==> src/rtl/vga_timing_ctrl.sv <==
// VGA timing controller: sync/DE generation, framebuffer pixel fetch and RGB pin drive.
// Run/stop requests take effect only at frame boundaries, so every emitted frame is whole.
module vga_timing_ctrl #(
    parameter int unsigned HORIZ_SYNC         = 96,
    parameter int unsigned HORIZ_BACK_PORCH   = 48,
    parameter int unsigned HORIZ_ACTIVE_WIDTH = 640,
    parameter int unsigned HORIZ_FRONT_PORCH  = 16,
    parameter int unsigned VERT_SYNC          = 2,
    parameter int unsigned VERT_BACK_PORCH    = 33,
    parameter int unsigned VERT_ACTIVE_HEIGHT = 480,
    parameter int unsigned VERT_FRONT_PORCH   = 10,
    parameter int unsigned COLOUR_DEPTH       = 8,
    parameter int unsigned ADDR_W             = 20
) (
    input  logic                      PCLK,
    input  logic                      RST_N,
    input  logic                      ENABLE_IN,
    input  logic [ADDR_W-1:0]         FB_BASE_IN,
    output logic                      PIX_REQ_OUT,
    output logic [ADDR_W-1:0]         PIX_ADDR_OUT,
    input  logic                      PIX_GNT_IN,
    input  logic [3*COLOUR_DEPTH-1:0] PIX_DATA_IN,
    output logic                      HSYNC_OUT,
    output logic                      VSYNC_OUT,
    output logic                      DE_OUT,
    output logic [COLOUR_DEPTH-1:0]   RED_OUT,
    output logic [COLOUR_DEPTH-1:0]   GREEN_OUT,
    output logic [COLOUR_DEPTH-1:0]   BLUE_OUT,
    output logic                      FRAME_START_OUT,
    output logic [15:0]               FRAME_CNT_OUT,
    output logic [15:0]               UNDERRUN_CNT_OUT,
    output logic                      BUSY_OUT
);

    localparam int unsigned HTOTAL = HORIZ_SYNC + HORIZ_BACK_PORCH + HORIZ_ACTIVE_WIDTH
                                   + HORIZ_FRONT_PORCH;
    localparam int unsigned VTOTAL = VERT_SYNC + VERT_BACK_PORCH + VERT_ACTIVE_HEIGHT
                                   + VERT_FRONT_PORCH;
    localparam int unsigned HCW = $clog2(HTOTAL + 1);
    localparam int unsigned VCW = $clog2(VTOTAL + 1);

    localparam logic [HCW-1:0] H_LAST      = HCW'(HTOTAL - 1);
    localparam logic [HCW-1:0] H_SYNC_END  = HCW'(HORIZ_SYNC);
    localparam logic [HCW-1:0] H_ACT_START = HCW'(HORIZ_SYNC + HORIZ_BACK_PORCH);
    localparam logic [HCW-1:0] H_ACT_END   = HCW'(HORIZ_SYNC + HORIZ_BACK_PORCH
                                                  + HORIZ_ACTIVE_WIDTH);
    localparam logic [VCW-1:0] V_LAST      = VCW'(VTOTAL - 1);
    localparam logic [VCW-1:0] V_SYNC_END  = VCW'(VERT_SYNC);
    localparam logic [VCW-1:0] V_ACT_START = VCW'(VERT_SYNC + VERT_BACK_PORCH);
    localparam logic [VCW-1:0] V_ACT_END   = VCW'(VERT_SYNC + VERT_BACK_PORCH
                                                  + VERT_ACTIVE_HEIGHT);

    typedef enum logic [1:0] {StIdle, StRun, StDrain} state_t;

    state_t                    r_state;
    logic [HCW-1:0]            r_h;
    logic [VCW-1:0]            r_v;

    logic                      r_req;
    logic [ADDR_W-1:0]         r_pix_addr;
    logic [ADDR_W-1:0]         r_addr_next;
    logic                      r_hs1;
    logic                      r_vs1;
    logic                      r_fs1;

    logic                      r_hsync;
    logic                      r_vsync;
    logic                      r_de;
    logic                      r_gnt;
    logic                      r_fs;
    logic [15:0]               r_frame_cnt;
    logic [15:0]               r_underrun;
    logic                      r_busy;

    logic                      w_running;
    logic                      w_h_last;
    logic                      w_v_last;
    logic                      w_frame_end;
    logic                      w_origin;
    logic                      w_active;
    logic [3*COLOUR_DEPTH-1:0] w_rgb;

    assign w_running   = (r_state != StIdle);
    assign w_h_last    = (r_h == H_LAST);
    assign w_v_last    = (r_v == V_LAST);
    assign w_frame_end = w_h_last && w_v_last;
    assign w_origin    = w_running && (r_h == '0) && (r_v == '0);
    assign w_active    = w_running && (r_h >= H_ACT_START) && (r_h < H_ACT_END)
                         && (r_v >= V_ACT_START) && (r_v < V_ACT_END);

    // Counters stay at (0,0) while idle; a run request at the last pixel keeps going seamlessly.
    always_ff @(posedge PCLK or negedge RST_N) begin
        if (!RST_N) begin
            r_state <= StIdle;
            r_h     <= '0;
            r_v     <= '0;
        end else begin
            unique case (r_state)
                StIdle: begin
                    if (ENABLE_IN) r_state <= StRun;
                end
                StRun, StDrain: begin
                    if (w_h_last) begin
                        r_h <= '0;
                        r_v <= w_v_last ? '0 : r_v + 1'b1;
                    end else begin
                        r_h <= r_h + 1'b1;
                    end
                    if (ENABLE_IN)        r_state <= StRun;
                    else if (w_frame_end) r_state <= StIdle;
                    else                  r_state <= StDrain;
                end
                default: r_state <= StIdle;
            endcase
        end
    end

    // Stage 1: request, address and timing flags for the current counter position.
    always_ff @(posedge PCLK or negedge RST_N) begin
        if (!RST_N) begin
            r_req       <= 1'b0;
            r_pix_addr  <= '0;
            r_addr_next <= '0;
            r_hs1       <= 1'b1;
            r_vs1       <= 1'b1;
            r_fs1       <= 1'b0;
        end else begin
            r_req <= w_active;
            r_hs1 <= !(w_running && (r_h < H_SYNC_END));
            r_vs1 <= !(w_running && (r_v < V_SYNC_END));
            r_fs1 <= w_origin;
            if (w_origin) begin
                r_addr_next <= FB_BASE_IN;
            end else if (w_active) begin
                r_pix_addr  <= r_addr_next;
                r_addr_next <= r_addr_next + 1'b1;
            end
        end
    end

    // Stage 2: pin-aligned outputs and statistics.
    always_ff @(posedge PCLK or negedge RST_N) begin
        if (!RST_N) begin
            r_hsync     <= 1'b1;
            r_vsync     <= 1'b1;
            r_de        <= 1'b0;
            r_gnt       <= 1'b0;
            r_fs        <= 1'b0;
            r_frame_cnt <= '0;
            r_underrun  <= '0;
            r_busy      <= 1'b0;
        end else begin
            r_hsync <= r_hs1;
            r_vsync <= r_vs1;
            r_de    <= r_req;
            r_gnt   <= r_req && PIX_GNT_IN;
            r_fs    <= r_fs1;
            r_busy  <= w_running;
            if (r_fs1) r_frame_cnt <= r_frame_cnt + 16'd1;
            if (r_req && !PIX_GNT_IN && (r_underrun != 16'hFFFF)) begin
                r_underrun <= r_underrun + 16'd1;
            end
        end
    end

    // Read data lands in the pin cycle itself, so it is gated straight onto the pins.
    assign w_rgb = r_gnt ? PIX_DATA_IN : '0;

    assign PIX_REQ_OUT      = r_req;
    assign PIX_ADDR_OUT     = r_pix_addr;
    assign HSYNC_OUT        = r_hsync;
    assign VSYNC_OUT        = r_vsync;
    assign DE_OUT           = r_de;
    assign RED_OUT          = w_rgb[3*COLOUR_DEPTH-1:2*COLOUR_DEPTH];
    assign GREEN_OUT        = w_rgb[2*COLOUR_DEPTH-1:COLOUR_DEPTH];
    assign BLUE_OUT         = w_rgb[COLOUR_DEPTH-1:0];
    assign FRAME_START_OUT  = r_fs;
    assign FRAME_CNT_OUT    = r_frame_cnt;
    assign UNDERRUN_CNT_OUT = r_underrun;
    assign BUSY_OUT         = r_busy;

endmodule
==> config.mk <==
export PLATFORM = sky130hd
export DESIGN_NAME = vga_timing_ctrl
export DESIGN_NICKNAME = d
export VERILOG_FILES = /design/src/rtl/vga_timing_ctrl.sv
export SDC_FILE = /design/constraint.sdc
export NUM_CORES = 1
export LEC_CHECK = 0
export BUFFER_PORTS_ARGS = -buffer_cell sky130_fd_sc_hd__buf_2
export CAP_MARGIN = 20
export CORE_AREA = 2 2 70 139
export CTS_CLUSTER_SIZE = 20
export DETAILED_ROUTE_END_ITERATION = 6
export DIE_AREA = 0 0 72 141
export HOLD_SLACK_MARGIN = 0.05
export PLACE_DENSITY = 0.93
export RECOVER_POWER = 100
export SYNTH_ARGS = -nofsm -noshare
export SYNTH_HDL_FRONTEND = slang
export SYNTH_SLANG_ARGS = --single-unit
==> constraint.sdc <==
create_clock -name PCLK -period 7.1 [get_ports PCLK]
set_input_delay 1.42 -clock PCLK [delete_from_list [all_inputs] [get_ports PCLK]]
set_output_delay 1.42 -clock PCLK [all_outputs]
set_load 0.01 [all_outputs]
* Word-level counts from Yosys, hierarchy flattened
Cells that the tools add are included.
Word-level totals: register bits 104, bits of input ports 48
Operators by class: add/subtract/negate cells 5, $lt $le $gt $ge 6, eq/ne operators 6, muxes and demuxes 9, bitwise gates (word level) 1, reductions and logical operators 23
Operator list (count):
- two-way mux 20 bit | 2
- adder 16 x 1 -> 16 bit (second input constant) | 2
- two-way mux 24 bit | 1
- adder 10 x 1 -> 10 bit (second input constant) | 2
- adder 20 x 1 -> 20 bit (second input constant) | 1
- equality test 10 bit (second input constant) | 2
- zero test 10 bit | 2
- less-than comparator 10 bit (second input constant) | 2
- two-way mux 10 bit | 2
- inequality test 16 bit (second input constant) | 1
- logical AND 1 bit | 12
- greater-or-equal comparator 10 x 6 -> 1 bit (second input constant) | 1
- greater-or-equal comparator 10 x 8 -> 1 bit (second input constant) | 1
- less-than comparator 10 x 2 -> 1 bit (second input constant) | 1
- less-than comparator 10 x 7 -> 1 bit (second input constant) | 1
- two-way mux 2 bit | 3
- case mux 2 bit (2 select lines) | 1
- AND reduction 2 bit | 2
- nonzero test 2 bit | 2
- zero test 1 bit | 3
- equality test 2 x 1 -> 1 bit (second input constant) | 1
- equality test 2 bit (second input constant) | 1
- zero test 2 bit | 1
- inequality test 2 bit (second input constant) | 1
- other kinds (2) | 2

* Logic depth before layout (Yosys ltp)
word-level depth 7, gate-level depth with buffers 9, gate-level depth less buffers 7

* Least setup slack after synthesis
OpenSTA, ideal clock, no wires.
path type input to output, start point input port PIX_DATA_IN[0], end point output port BLUE_OUT[0], arrival 1.585 ns, slack 4.095 ns, stages on the path 1, path through and2_1
Between the ends: word-level cells in the longest chain between the ends 1
Ends and longest elaborated chain:
- start: declaration | line 22 | input logic [3*COLOUR_DEPTH-1:0] PIX_DATA_IN,
- two-way mux 24 bit | line 167 | assign w_rgb = r_gnt ? PIX_DATA_IN : '0;
- end: declaration | line 28 | output logic [COLOUR_DEPTH-1:0] BLUE_OUT,
No other way between the ends.

* Worst setup path in the final report
start point register r_v[1], end point register r_addr_next[11]
Between the ends: word-level cells in the longest chain between the ends 4
Ends and longest elaborated chain:
- start: declaration | line 57 | logic [VCW-1:0] r_v;
- start signal: assignment | line 105 | r_v <= w_v_last ? '0 : r_v + 1'b1;
- greater-or-equal comparator 10 x 6 -> 1 bit | line 89 | && (r_v >= V_ACT_START) && (r_v < V_ACT_END);
- logical AND 1 bit (2 in series) | line 89
- nonzero test 2 bit (no source line)
- end signal: assignment | line 136 | r_addr_next <= r_addr_next + 1'b1;
- end: declaration | line 61 | logic [ADDR_W-1:0] r_addr_next;
Parallel ways exist; a longest one is shown, timed or not. A chain may end at the register's enable or synchronous reset.

==> flow_summary_export.csv <==
group,metric,value,unit
outcome,status,"finished, violations left",
outcome,violations,"max-capacitance violations, max-slew violations",
setup_path,critical-path-top-delay-family,"buffers and inverters",
finish,n_antenna_cell,0,
finish,layout.nets,691,
setup_path,crit_path_top_delay_cell,"clkbuf_1",
sta,worst_pin_slew,1950,ps
setup_path,path_class,"reg2reg",
job,maxCapViolCount,2,
sta,worst_slew_margin_rel,-29.8,%
setup_path,worstSetupPathDepth,8,
logic_synthesis,syn-num-nets,566,
clocking,clkLatencyLatePin,340,ps
floorplan,rows,50,
finish,area_growth_syn_to_layout,17.1,%
finish,drive_gt1_share,11.6,%
global_routing,grtUsageTotal,23.2,%
setup_path,arrival,4860,ps
detailed_routing,num_vias,4248,
setup_path,reg2reg_depth,8,
logic_synthesis,synthMuxAreaShare,3.03,%
floorplan,initial_core_util,55.1,%
logic_synthesis,synthAdderAreaFrac,2.22,%
global_routing,grt_pass1_wl,18.8,mm
clocking,ctsHoldBuffers,0,
worst_hold_path,hold_end,"HSYNC_OUT",
logic_synthesis,synth_edf_count,0,
placement,dp_cells,727,
setup_path,worstPathCellList,"ha_1 > nor4_1 > o22ai_1 > o21ai_2 > clkbuf_1 > inv_1 > mux2_2 > a221o_1",
sta,fmax,216,MHz
detailed_routing,ant_nets,0,
clocking,ctsRootBufferMaster,"clkbuf_16",
logic_synthesis,yosys.area_share.simple,23.4,%
setup_path,r2r-end,"r_addr_next[11]",
floorplan,coreArea,9200,um2
finish,stdcell_count,743,
logic_synthesis,synth_commonest_cells,"dfrtp_1 (100), nand2_1 (85), and2_1 (31)",
clocking,cts_tree,"done",
setup_path,cp_num_buf_inv,2,
logic_synthesis,ys_types,52,
logic_synthesis,async_flop_share,100,%
floorplan,fp.dieW,72,um
detailed_routing,drc_errors,0,
floorplan,dieArea,10200,um2
logic_synthesis,synthDominantCellAreaShare,49.3,%
clocking,numCtsBuffers,9,
power_and_ir_drop,p_per_area,282,nW/um2
floorplan,boundaryPins,130,
detailed_routing,dr.pass1.iters,7,
setup_path,ff2ff_setup_slack,2460,ps
setup_path,worstPathMaxFanout,45,
clocking,cts_setup_buffers,0,
detailed_routing,routed_wirelength,11.4,mm
power_and_ir_drop,p_leak,2.72,nW
clocking,clock_path_buffers,2,
global_routing,grt_max_degree,69,
detailed_routing,drt_iter0_drc,249,
logic_synthesis,netlist_area,5070,um2
worst_hold_path,hold_class,"reg2reg",
logic_synthesis,yosysSeqAreaShare,51.4,%
clocking,clock-sinks,104,
clocking,ctsResizeCount,0,
sta,finalCriticalPeriod,4640,ps
logic_synthesis,synth_flop_cell,"dfrtp_1",
detailed_routing,routed_via_density,5.72,
setup_path,cpPeakStageDelay,1320,ps
global_routing,antenna_found_initial,0,
worst_hold_path,holdPathStages,0,
placement,dpl.hpwl,8.22,mm
sta,finalCritPeriodShare,65.3,%
placement,gp_congestion,0.874,
setup_path,required,7330,ps
logic_synthesis,syn_avg_cell_area,9.96,um2
clocking,path_clk_slew,60,ps
logic_synthesis,synth_area_leaders,"dfrtp_1 (49%), nand2_1 (6.3%), xnor2_1 (5.0%), and2_1 (3.8%), mux2_2 (2.4%)",
floorplan,fp.dieH,141,um
logic_synthesis,synth.most_common_cell,"dfrtp_1",
logic_synthesis,synth_largest_area_cell,"dfrtp_1",
logic_synthesis,yosysWarnings,0,
detailed_routing,wl_per_cell,15.4,um
sta,finalHoldViolCount,0,
sta,final.setup.tns,0,ps
setup_path,critPathCaptureType,"flop",
clocking,h-tree-depth,3,
setup_path,startpoint_type,"flop",
global_routing,overflow,0,
logic_synthesis,synth_top_family_by_area,"simple AND/OR/NAND/NOR gates",
global_routing,grt_pass1_vias,4048,
logic_synthesis,synth_compound_area_share,9.67,%
placement,io_buffers,129,
sta,finalSetupViolCount,0,
setup_path,rr_startpoint,"r_v[1]",
sta,slew_viol_final,84,
power_and_ir_drop,ir_drop,187,uV
logic_synthesis,syn_inst,509,
sta,rsz0062_at_grt,"no",
logic_synthesis,synth-xor-area-share,7.25,%
worst_hold_path,worstHoldStart,"r_hs1",
sta,skew,7.05,ps
logic_synthesis,synth.ff_latch_count,104,
[cells in the final DEF (no fill, tap or decap), types with 4 or more instances in the layout]
cell / n
buf_2: 44
or3_1: 5
nand4_1: 19
dfstp_2: 4
nor3_1: 12
ha_1: 9
o31ai_1: 6
nand2_1: 85
and3_1: 14
nor2_1: 29
a21oi_1: 6
xor2_1: 13
a221o_1: 4
nand3_1: 20
inv_1: 19
mux2_2: 11
a31oi_1: 6
clkbuf_16: 9
clkbuf_1: 90
nor4_1: 7
dfrtp_1: 100
and2_1: 29
o21ai_0: 20
a32oi_1: 4
o211ai_1: 4
xnor2_1: 29
[through the flow]
| stage | util, % | total power (W) | hold WS (ps) | area (um2) | worst slack (ps) |
|---|---|---|---|---|---|
| 2_1_floorplan | - | 0.00107 | 345 | 5070 | 4100 |
| 3_3_place_gp | 62.9 | 0.00117 | 345 | 5780 | 3850 |
| 3_5_place_dp | 62.9 | 0.00120 | 353 | 5780 | 3840 |
| 4_1_cts | 65.9 | 0.00168 | 361 | 6060 | 3840 |
| 5_1_grt | 64.6 | 0.00177 | 367 | 5940 | 2010 |
| 6_report | 64.6 | 0.00167 | 357 | 5940 | 2460 |
[cell type report]
cell class / instances / area [um2]
inverter: 19 / 71.3
fill: 752 / 3260
clock buffer: 13 / 240
sequential: 104 / 2610
timing repair buffer: 131 / 551
clock inverter: 3 / 42.5
tap: 104 / 130
multi-input combinational: 369 / 2300
[routing by layer]
| layer | vias to the layer above | wire length (um) | global-route usage, % |
|---|---|---|---|
| li1 | 2041 | - | - |
| met5 | - | 0 | 0 |
| met4 | 0 | 174 | 7.85 |
| met3 | 17 | 848 | 4.50 |
| met1 | 2004 | 4670 | 29.6 |
| met2 | 186 | 5720 | 39.0 |
[power breakdown]
part           internal [W]  leakage [nW]  switching (W)
sequential         0.000710          1.37       0.000124
combinational      0.000153          1.22       0.000206
clock              0.000273         0.134       0.000205
total               0.00114          2.72       0.000535
[sequential cells by signal, indices dropped and copies added (netlist names)]
name / cells
PIX_ADDR_OUT: 20
r_addr_next: 20
FRAME_CNT_OUT: 16
UNDERRUN_CNT_OUT: 16
r_h: 10
r_v: 10
r_state: 2
BUSY_OUT: 1
DE_OUT: 1
FRAME_START_OUT: 1
HSYNC_OUT: 1
PIX_REQ_OUT: 1
VSYNC_OUT: 1
r_fs1: 1
r_gnt: 1
r_hs1: 1
r_vs1: 1
[worst max path at each step]
stage	from	end	slack, ps
after global placement	PIX_DATA_IN[8]	GREEN_OUT[0]	3850
after floorplan	PIX_DATA_IN[0]	BLUE_OUT[0]	4100
after global routing	r_v[1]	r_addr_next[11]	2010
after CTS	PIX_DATA_IN[8]	GREEN_OUT[0]	3840
final	r_v[1]	r_addr_next[11]	2460
after detailed placement	PIX_DATA_IN[8]	GREEN_OUT[0]	3840
[logic make-up (layout without fill, tap and decap cells)]
group           count (synthesis)  after routing
simple gates                  236            236
xor+xnor                       42             42
compound gates                 68             68
mux                            14             14
buf+inv                        36            166
flops                         104            104
fa+ha+maj                       9              9
(Power assumes the default switching activity.)
